===== config.mk =====
export PLATFORM = sky130hd
export DESIGN_NAME = ap_result_collector
export DESIGN_NICKNAME = d
export VERILOG_FILES = /design/src/rtl/ap_result_collector_pkg.sv /design/src/rtl/ap_result_collector_packer.sv /design/src/rtl/ap_result_collector.sv
export SDC_FILE = /design/constraint.sdc
export NUM_CORES = 1
export LEC_CHECK = 0
export BUFFER_PORTS_ARGS = -buffer_cell sky130_fd_sc_hd__buf_2
export CAP_MARGIN = 0
export CELL_PAD_IN_SITES_DETAIL_PLACEMENT = 1
export CELL_PAD_IN_SITES_GLOBAL_PLACEMENT = 1
export CORE_UTILIZATION = 40
export CTS_BUF_LIST = sky130_fd_sc_hd__clkbuf_16
export CTS_CLUSTER_DIAMETER = 120
export CTS_CLUSTER_SIZE = 20
export DETAILED_ROUTE_END_ITERATION = 8
export GPL_ROUTABILITY_DRIVEN = 0
export HOLD_SLACK_MARGIN = 0.1
export PLACE_DENSITY_LB_ADDON = 0.1
export SYNTH_ARGS = -nofsm -noshare
export SYNTH_HDL_FRONTEND = slang
export SYNTH_SLANG_ARGS = --single-unit

===== constraint.sdc =====
create_clock -name clk -period 2.9 [get_ports clk]
set_clock_uncertainty 0.2 [all_clocks]
set_input_delay 0.58 -clock clk [delete_from_list [all_inputs] [get_ports clk]]
set_output_delay 0.58 -clock clk [all_outputs]
set_load 0.005 [all_outputs]

===== src/rtl/ap_result_collector_pkg.sv =====
// ap_result_collector_pkg
//   Shared definitions for the AP result collector and the dot-product stage
//   that feeds it: FSM state encoding and the word/pad derivations, so both
//   sides agree on how many AP words a run produces.
package ap_result_collector_pkg;

    typedef enum logic [1:0] {
        ST_IDLE    = 2'd0,
        ST_COLLECT = 2'd1,
        ST_FLUSH   = 2'd2,
        ST_DONE    = 2'd3
    } collector_state_t;

    // Number of AP words needed to hold n results at u lanes per word.
    function automatic int unsigned calc_words(input int unsigned n, input int unsigned u);
        return (n + u - 1) / u;
    endfunction

    // Number of zero lanes in the final word.
    function automatic int unsigned calc_pad(input int unsigned n, input int unsigned u);
        return calc_words(n, u) * u - n;
    endfunction

endpackage


===== src/rtl/ap_result_collector_packer.sv =====
// ap_lane_packer
//   Lane counter plus pack register. Each load writes data_in into the current
//   lane (lane 0 = most-significant slice) and advances the lane. Filling the
//   last lane returns the lane to 0 and clears the register; packed_next gives
//   the word including the element being loaded so the caller can register it.
// Ports:
//   clk, reset      clock, synchronous active-low reset
//   clear           synchronous clear of lane counter and pack register
//   load            write data_in into the current lane
//   data_in         element to pack
//   last_lane       current lane is the final lane of the word
//   packed_word     pack register contents (unfilled lanes are zero)
//   packed_next     pack register with data_in merged into the current lane
module ap_lane_packer #(
    parameter int unsigned element_width = 32,
    parameter int unsigned no_of_units   = 8
) (
    input  logic                                   clk,
    input  logic                                   reset,
    input  logic                                   clear,
    input  logic                                   load,
    input  logic [element_width-1:0]               data_in,
    output logic                                   last_lane,
    output logic [element_width*no_of_units-1:0]   packed_word,
    output logic [element_width*no_of_units-1:0]   packed_next
);

    localparam int unsigned lane_w = (no_of_units > 1) ? $clog2(no_of_units) : 1;

    logic [lane_w-1:0] lane;

    assign last_lane = (lane == lane_w'(no_of_units - 1));

    always_comb begin
        packed_next = packed_word;
        for (int unsigned k = 0; k < no_of_units; k++) begin
            if (lane == lane_w'(k)) begin
                packed_next[(no_of_units - k) * element_width - 1 -: element_width] = data_in;
            end
        end
    end

    always_ff @(posedge clk) begin
        if (!reset || clear) begin
            lane        <= '0;
            packed_word <= '0;
        end else if (load) begin
            if (last_lane) begin
                lane        <= '0;
                packed_word <= '0;
            end else begin
                lane        <= lane + 1'b1;
                packed_word <= packed_next;
            end
        end
    end

endmodule


===== src/rtl/ap_result_collector.sv =====
// ap_result_collector
//   Packs scalar dot-product results into no_of_units-lane words and writes
//   them to the AP vector memory starting at base_addr. The final word is
//   zero-padded when the result count is not a multiple of the lane count.
// Ports:
//   clk, reset      clock, synchronous active-low reset
//   start           one-cycle run request (ignored unless idle)
//   base_addr       first AP word address, latched on accepted start
//   result          scalar result, qualified by result_valid
//   result_valid    one-cycle qualifier for result
//   ap_mem_we       AP memory write enable, one cycle per word
//   ap_mem_addr     AP memory write address (wraps)
//   ap_mem_data     packed word, lane 0 in the most-significant slice
//   busy            high while collecting or flushing
//   done            one-cycle pulse after the final word write
//   overrun         sticky: result_valid seen while not collecting
module ap_result_collector
    import ap_result_collector_pkg::*;
#(
    parameter int unsigned number_of_equations_per_cluster = 16,
    parameter int unsigned element_width                   = 32,
    parameter int unsigned no_of_units                     = 8,
    parameter int unsigned addr_width                      = 8
) (
    input  logic                                   clk,
    input  logic                                   reset,
    input  logic                                   start,
    input  logic [addr_width-1:0]                  base_addr,
    input  logic [element_width-1:0]               result,
    input  logic                                   result_valid,
    output logic                                   ap_mem_we,
    output logic [addr_width-1:0]                  ap_mem_addr,
    output logic [element_width*no_of_units-1:0]   ap_mem_data,
    output logic                                   busy,
    output logic                                   done,
    output logic                                   overrun
);

    localparam int unsigned pad   = calc_pad(number_of_equations_per_cluster, no_of_units);
    localparam int unsigned cnt_w = $clog2(number_of_equations_per_cluster + 1);

    collector_state_t state, state_next;

    logic [addr_width-1:0]                base_q;
    logic [addr_width-1:0]                word_cnt;
    logic [cnt_w-1:0]                     elem_cnt;
    logic                                 last_lane;
    logic [element_width*no_of_units-1:0] packed_word;
    logic [element_width*no_of_units-1:0] packed_next;

    logic start_take;
    logic accept;
    logic lane_full;
    logic last_elem;

    assign start_take = (state == ST_IDLE) && start;
    assign accept     = (state == ST_COLLECT) && result_valid;
    assign lane_full  = accept && last_lane;
    assign last_elem  = accept && (elem_cnt == cnt_w'(number_of_equations_per_cluster - 1));
    assign busy       = (state == ST_COLLECT) || (state == ST_FLUSH);

    ap_lane_packer #(
        .element_width (element_width),
        .no_of_units   (no_of_units)
    ) u_packer (
        .clk         (clk),
        .reset       (reset),
        .clear       (start_take || (state == ST_FLUSH)),
        .load        (accept),
        .data_in     (result),
        .last_lane   (last_lane),
        .packed_word (packed_word),
        .packed_next (packed_next)
    );

    always_ff @(posedge clk) begin
        if (!reset) state <= ST_IDLE;
        else        state <= state_next;
    end

    always_comb begin
        state_next = state;
        unique case (state)
            ST_IDLE:    if (start) state_next = ST_COLLECT;
            // With pad == 0 the last element also fills the last lane, so the
            // final word write is already registered and FLUSH is skipped.
            ST_COLLECT: if (last_elem) state_next = (pad == 0) ? ST_DONE : ST_FLUSH;
            ST_FLUSH:   state_next = ST_DONE;
            ST_DONE:    state_next = ST_IDLE;
            default:    state_next = ST_IDLE;
        endcase
    end

    always_ff @(posedge clk) begin
        if (!reset) begin
            ap_mem_we   <= 1'b0;
            ap_mem_addr <= '0;
            ap_mem_data <= '0;
            done        <= 1'b0;
            overrun     <= 1'b0;
            base_q      <= '0;
            word_cnt    <= '0;
            elem_cnt    <= '0;
        end else begin
            ap_mem_we <= 1'b0;
            // Registered from DONE so the pulse lands one cycle after the last write.
            done      <= (state == ST_DONE);

            if (start_take) begin
                base_q   <= base_addr;
                word_cnt <= '0;
                elem_cnt <= '0;
                overrun  <= 1'b0;
            end else if (result_valid && (state != ST_COLLECT)) begin
                overrun <= 1'b1;
            end

            if (accept) begin
                elem_cnt <= elem_cnt + 1'b1;
            end

            if (lane_full) begin
                ap_mem_we   <= 1'b1;
                ap_mem_addr <= base_q + word_cnt;
                ap_mem_data <= packed_next;
                word_cnt    <= word_cnt + 1'b1;
            end else if (state == ST_FLUSH) begin
                ap_mem_we   <= 1'b1;
                ap_mem_addr <= base_q + word_cnt;
                ap_mem_data <= packed_word;
                word_cnt    <= word_cnt + 1'b1;
            end
        end
    end

endmodule


==> results of run 1 <==
==> flip-flops by register name (all words and copies together), names as in the netlist <==
| register | count |
|---|---|
| base_q | 8 |
| done | 1 |
| ap_mem_we | 1 |
| elem_cnt | 5 |
| u_packer.packed_word | 256 |
| word_cnt | 8 |
| overrun | 1 |
| ap_mem_addr | 8 |
| ap_mem_data | 256 |
| u_packer.lane | 3 |
| state | 2 |
==> cells in the mapped netlist (all sizes together), types with 2 or more instances <==
master,n
or3,2
nor3b,2
a22oi,225
a21o,7
inv,20
and2,39
nand4b,2
o211a,2
nor2,494
a211oi,38
xnor2,3
nor3,168
nor2b,36
dfxtp,549
nor4b,2
o21ai,12
and3,8
a21oi,28
nand3,63
a2111oi,2
o211ai,2
mux2i,33
o21a,3
o22ai,160
o2111ai,2
a311oi,57
buf,138
a31o,4
nand4,2
clkbuf,109
a31oi,3
nand2,93
xor2,3
nor4,3
ha,21
o221ai,8
==> power by group <==
part / switching [mW] / leakage (nW) / internal, mW
clock: 2.57 / 0.393 / 1.91
sequential: 0.615 / 4.44 / 8.34
combinational: 2.68 / 4.51 / 1.69
total: 5.86 / 9.34 / 11.9
==> final cells by class <==
| cell class | instances | area share (%) |
|---|---|---|
| timing repair buffer | 401 | 9.826 |
| tap | 680 | 3.569 |
| multi-input combinational | 1536 | 36.79 |
| inverter | 20 | 0.3464 |
| clock buffer | 31 | 3.254 |
| clock inverter | 2 | 0.1050 |
| sequential | 549 | 46.11 |
==> worst max path at each step <==
stage,cells after the start,slack [ps],from,to
4_1_cts,7,120,state[1]$_SDFFE_PN0P_,ap_mem_data[133]$_SDFFE_PN0P_
3_5_place_dp,7,170,state[1]$_SDFFE_PN0P_,u_packer.packed_word[177]$_SDFFE_PP0P_
5_1_grt,5,50,state[0]$_SDFFE_PN0P_,ap_mem_data[79]$_SDFFE_PN0P_
6_report,6,200,u_packer.lane[0]$_SDFFE_PP0P_,ap_mem_data[82]$_SDFFE_PN0P_
2_1_floorplan,10,780,u_packer.lane[0]$_SDFFE_PP0P_,ap_mem_data[195]$_SDFFE_PN0P_
3_3_place_gp,7,290,state[1]$_SDFFE_PN0P_,u_packer.packed_word[168]$_SDFFE_PP0P_
==> metal layers <==
layer	up-vias	part of all wire (%)	global-route usage (%)
li1	8686	-	-
met1	9642	42	38.21
met2	545	48	50.75
met3	141	5.9	4.786
met4	2	4.2	12.46
met5	-	0.0096	0
==> repair_timing <==
action,CTS,global route
setup endpoints to repair,0,2
gates resized for setup,0,1
endpoints found under the hold margin,9,0
hold buffers,9,0
buffers inserted,0,0
==> critical path: stages (launching register included) <==
cell     delay, ps
dfxtp_1        420
ha_1           220
ha_2           270
and3_2         360
a31o_2         860
nor2_1         110
nor3_1         180
==> cells by family (layout without fill, tap and decap cells) <==
kind of cell,after synthesis,after routing
DFF,549,549
AOI/OAI and AO/OA,557,557
muxes,33,33
adders and majority gates,22,22
xor gates and xnor gates,6,6
and+or+nand+nor,918,918
buffers and inverters,267,454
==> placed cells by master, fill, tap and decap left out, drive strengths merged, types with 3 or more instances in the layout <==
| master | instances |
|---|---|
| nor2 | 494 |
| nand2 | 93 |
| a211oi | 38 |
| a22oi | 225 |
| inv | 21 |
| dlygate4sd3 | 9 |
| o221ai | 8 |
| a311oi | 57 |
| nor4 | 3 |
| ha | 21 |
| mux2i | 33 |
| buf | 392 |
| a21o | 7 |
| o21a | 3 |
| xor2 | 3 |
| and3 | 8 |
| nand3 | 63 |
| a31o | 4 |
| clkbuf | 31 |
| xnor2 | 3 |
| dfxtp | 549 |
| a31oi | 3 |
| a21oi | 28 |
| o22ai | 160 |
| and2 | 39 |
| nor2b | 36 |
| nor3 | 168 |
| o21ai | 12 |
==> qor.yml, run 1 <==
routing:
  firstDrtPassIters: 6
  drtIter0Drc: 1563
  post_drt_wl_per_cell_um: 25.81
  viasPerCell: 5.907
  drc: 0
  vias: 19020
  routed_wl_mm: 83.09
  ant_nets: 0
final_layout:
  syn_to_final_growth_pct: 13.20
  final_util_pct: 46.18
  n_antenna_cell: 0
  finalNonFillerCells: 3219
  nets: 2605
  seq_area_um2: 10990
  fillCellCount: 5992
  drive_above_1_share_pct: 17.76
  multi_input_area_um2: 8770
  stdcell_area_um2: 23840
grt:
  grt_antenna_before_repair: 1
  grt_pass1_vias: 19080
  grt_pass1_wl_mm: 122.2
  grt_usage_pct: 30.15
  grt_overflow: 0
  grt_max_degree: 139
clock_network:
  cts_tree: "yes"
  insertion_delay_ps: 630
  cts_root_buf: "clkbuf_16"
  htreeDepth: 1
  cts.sinks: 549
  clock_path_buffers: 3
  cts_inserted_buffers: 31
  clk_pin_slew_ps: 90
timing:
  worst_pin_slew_ps: 1005
  setup_ws_ps: 198.4
  fin_hold_ws_ps: 131.2
  fin_crit_sh_pct: 93.16
  hold_viol: 0
  relSlewSlack_pct: 33.03
  setup_violations: 0
  rsz0062_at_grt: "false"
  post-route-min-period_ps: 2702
  slew_violations: 0
  clock.fmax_mhz: 370.1
  setup_tns_ps: 0
power_and_ir_drop:
  irDropWorstVdd_mv: 0.5015
  leakage_nw: 9.343
  p_per_area_nw_per_um2: 746.8
  power_mw: 17.80
logic_synthesis:
  synth_seq_cells: 549
  synth_fp_nets: 2418
  synth_fa_ha_area_share_pct: 1.343
  syn_inst: 2352
  synth-simple-area-share_pct: 19.23
  synth_ff_type: "dfxtp_1"
  yosysTopAreaCell: "dfxtp_1"
  synth_top_area_share_pct: 52.19
  synth_xor_area_share_pct: 0.2496
  async_flop_share_pct: 0
  synth-compound-area-share_pct: 19.04
  synth.distinct_cells: 60
  yosys-mux-area-fraction_pct: 1.569
  seq_area_frac_synth_pct: 52.19
  synth_edf_count: 0
  yosys_warnings: 0
  yosys-top-cells-area: "dfxtp_1 (52%), nor2_1 (8.8%), a22oi_1 (8.0%)"
  synth.avg_cell_area_um2: 8.953
  synth_top_family_by_area: "simple AND/OR/NAND/NOR gates"
  syn-cell-area_um2: 21060
place:
  pre_cts_slack_ps: 167.0
  placed_cell_area_um2: 22930
  io_buffers: 311
  hpwl_mm: 53.64
  dp_cells: 3177
die:
  core_area_um2: 51610
  fp.dieW_um: 231.4
  die_y_um: 231.4
  row_count: 83
  ios: 312
  die_area_um2: 53570
  initial_core_util_pct: 40.80
worst_hold_path:
  min_from: "result[20]"
  hold_depth: 3
  hp-class: "primary input to register"
  whs_endpoint: "ap_mem_data[52]$_SDFFE_PN0P_"
worst_setup_path:
  timing.rr.start: "u_packer.lane[0]$_SDFFE_PP0P_"
  critPathKind: "register to register"
  crit_arrival_ps: 3030
  rr_worst_depth: 6
  cp_max_fo: 32
  r2r_end: "ap_mem_data[82]$_SDFFE_PN0P_"
  worstSetupStartpointType: "register"
  crit_path_end_kind: "register"
  required_ps: 3230
  r2r_slack_ps: 200
run_status:
  status: "completed"
flow_run:
  drv_cap: 0
(Power assumes the default switching activity.)
==> inputs of run 2 (changes only) <==
--- a/config.mk
+++ b/config.mk
@@ -9,14 +9,14 @@
 export CAP_MARGIN = 0
 export CELL_PAD_IN_SITES_DETAIL_PLACEMENT = 1
 export CELL_PAD_IN_SITES_GLOBAL_PLACEMENT = 1
+export CORE_MARGIN = 2
 export CORE_UTILIZATION = 40
 export CTS_BUF_LIST = sky130_fd_sc_hd__clkbuf_16
 export CTS_CLUSTER_DIAMETER = 120
 export CTS_CLUSTER_SIZE = 20
 export DETAILED_ROUTE_END_ITERATION = 8
-export GPL_ROUTABILITY_DRIVEN = 0
 export HOLD_SLACK_MARGIN = 0.1
-export PLACE_DENSITY_LB_ADDON = 0.1
+export PLACE_DENSITY_LB_ADDON = 0.05
 export SYNTH_ARGS = -nofsm -noshare
 export SYNTH_HDL_FRONTEND = slang
 export SYNTH_SLANG_ARGS = --single-unit
==> qor.yml, run 2 (synthesis results as in run 1) <==
worst_setup_path:
  critPathKind: "register to register"
  required_ps: 3230
  worstSetupStartpointType: "register"
  cpMaxStageDelayCell: "and3_2"
  crit_arrival_ps: 3030
  cp_max_fo: 13
  crit_path_end_kind: "register"
  max_stage_delay_ps: 480
  crit_path_cell_trace: "ha_1 -> ha_2 -> and3_2 -> a31o_2 -> buf_4 -> nor2_1 -> nor3_1"
die:
  die_y_um: 233.4
  die_area_um2: 54500
  row_count: 84
  initial_core_util_pct: 40.23
  fp.dieW_um: 233.4
  core_area_um2: 52340
  ios: 312
timing:
  post-route-min-period_ps: 2699
  relSlewSlack_pct: 31.05
  slew_violations: 0
  clock.fmax_mhz: 370.5
  setup_tns_ps: 0
  setup_ws_ps: 200.9
  fin_hold_ws_ps: 145.2
  setup_violations: 0
  fin_crit_sh_pct: 93.07
  hold_viol: 0
  rsz0062_at_grt: "false"
  worst_pin_slew_ps: 1034
grt:
  grt_max_degree: 134
  grt_antenna_before_repair: 5
  grt_pass1_vias: 19170
  grt_usage_pct: 29.64
  grt_pass1_wl_mm: 121.9
  grt_overflow: 0
place:
  pre_cts_slack_ps: 245.2
  placed_cell_area_um2: 23230
  io_buffers: 311
  dp_cells: 3205
  place_congestion: 0.8484
  hpwl_mm: 55.25
routing:
  firstDrtPassIters: 5
  viasPerCell: 5.858
  ant_nets: 0
  post_drt_wl_per_cell_um: 25.61
  drc: 0
  vias: 19020
  drtIter0Drc: 1422
  routed_wl_mm: 83.12
worst_hold_path:
  hp-class: "primary input to register"
clock_network:
  cts_inserted_buffers: 31
  insertion_delay_ps: 620
  cts.sinks: 549
  post_cts_resized: 0
  clk_pin_slew_ps: 90
  htreeDepth: 1
  cts_tree: "yes"
  postCtsHoldBufs: 8
  clock_path_buffers: 3
  cts_root_buf: "clkbuf_16"
  cts_setup_buffers: 0
final_layout:
  layout_commonest_cell: "dfxtp_1"
  stdcell_area_um2: 24110
  nets: 2624
  syn_to_final_growth_pct: 14.47
  multi_input_area_um2: 8757
  finalNonFillerCells: 3246
  final_util_pct: 46.06
  reg_top3: "ap_mem_data (256), u_packer.packed_word (256)"
  fillCellCount: 6131
  final_cell_mix: "dfxtp_1 (549), nor2_1 (493), buf_2 (311)"
  drive_above_1_share_pct: 18.38
  seq_area_um2: 10990
power_and_ir_drop:
  p_per_area_nw_per_um2: 742.3
  leakage_nw: 9.464
  irDropWorstVdd_mv: 0.3997
  power_mw: 17.89
flow_run:
  drv_cap: 0
run_status:
  status: "completed"
==> run 2: final cells by class <==
type	count	share of cell area (%)
diodes	1	0.01038
clock buffers	31	3.218
clock inverters	1	0.06748
inverters	20	0.3426
multi-input cells	1536	36.33
flip-flops and latches	549	45.59
well taps	688	3.571
repair buffers	420	10.87
==> run 2: final timing paths <==
path	start	endpoint	slack [ps]	depth (start not counted)
setup reg to reg	u_packer.lane[0]$_SDFFE_PP0P_	ap_mem_data[100]$_SDFFE_PN0P_	200	7
hold reg to reg	ap_mem_addr[0]$_SDFFE_PN0P_	ap_mem_addr[0]$_SDFFE_PN0P_	250	2
hold / removal	result[18]	ap_mem_data[242]$_SDFFE_PN0P_	150	3
setup / recovery	u_packer.lane[0]$_SDFFE_PP0P_	ap_mem_data[100]$_SDFFE_PN0P_	200	7
==> run 2: layer usage <==
layer  share of wire, %  wire length (um)  GRT usage, %
met1                 44             36260         39.24
met2                 47             38970         49.00
met3                5.8              4862         4.590
met4                3.6              3000         10.58
met5              0.032                27             0
==> run 2: report_power, final <==
part | switching (mW) | internal [mW] | leakage (nW)
combinational | 2.71 | 1.78 | 4.63
clock | 2.57 | 1.90 | 0.389
sequential | 0.593 | 8.34 | 4.44
total | 5.87 | 12.0 | 9.46
==> run 2: critical path, delay by kind of cell (launching register included) <==
| family | cells | cell delay, ps |
|---|---|---|
| buffers and inverters | 1 | 300 |
| AO/OA/AOI/OAI | 1 | 470 |
| flip-flops | 1 | 420 |
| AND/OR/NAND/NOR | 3 | 680 |
| adder cells (fa/ha/maj) | 2 | 550 |
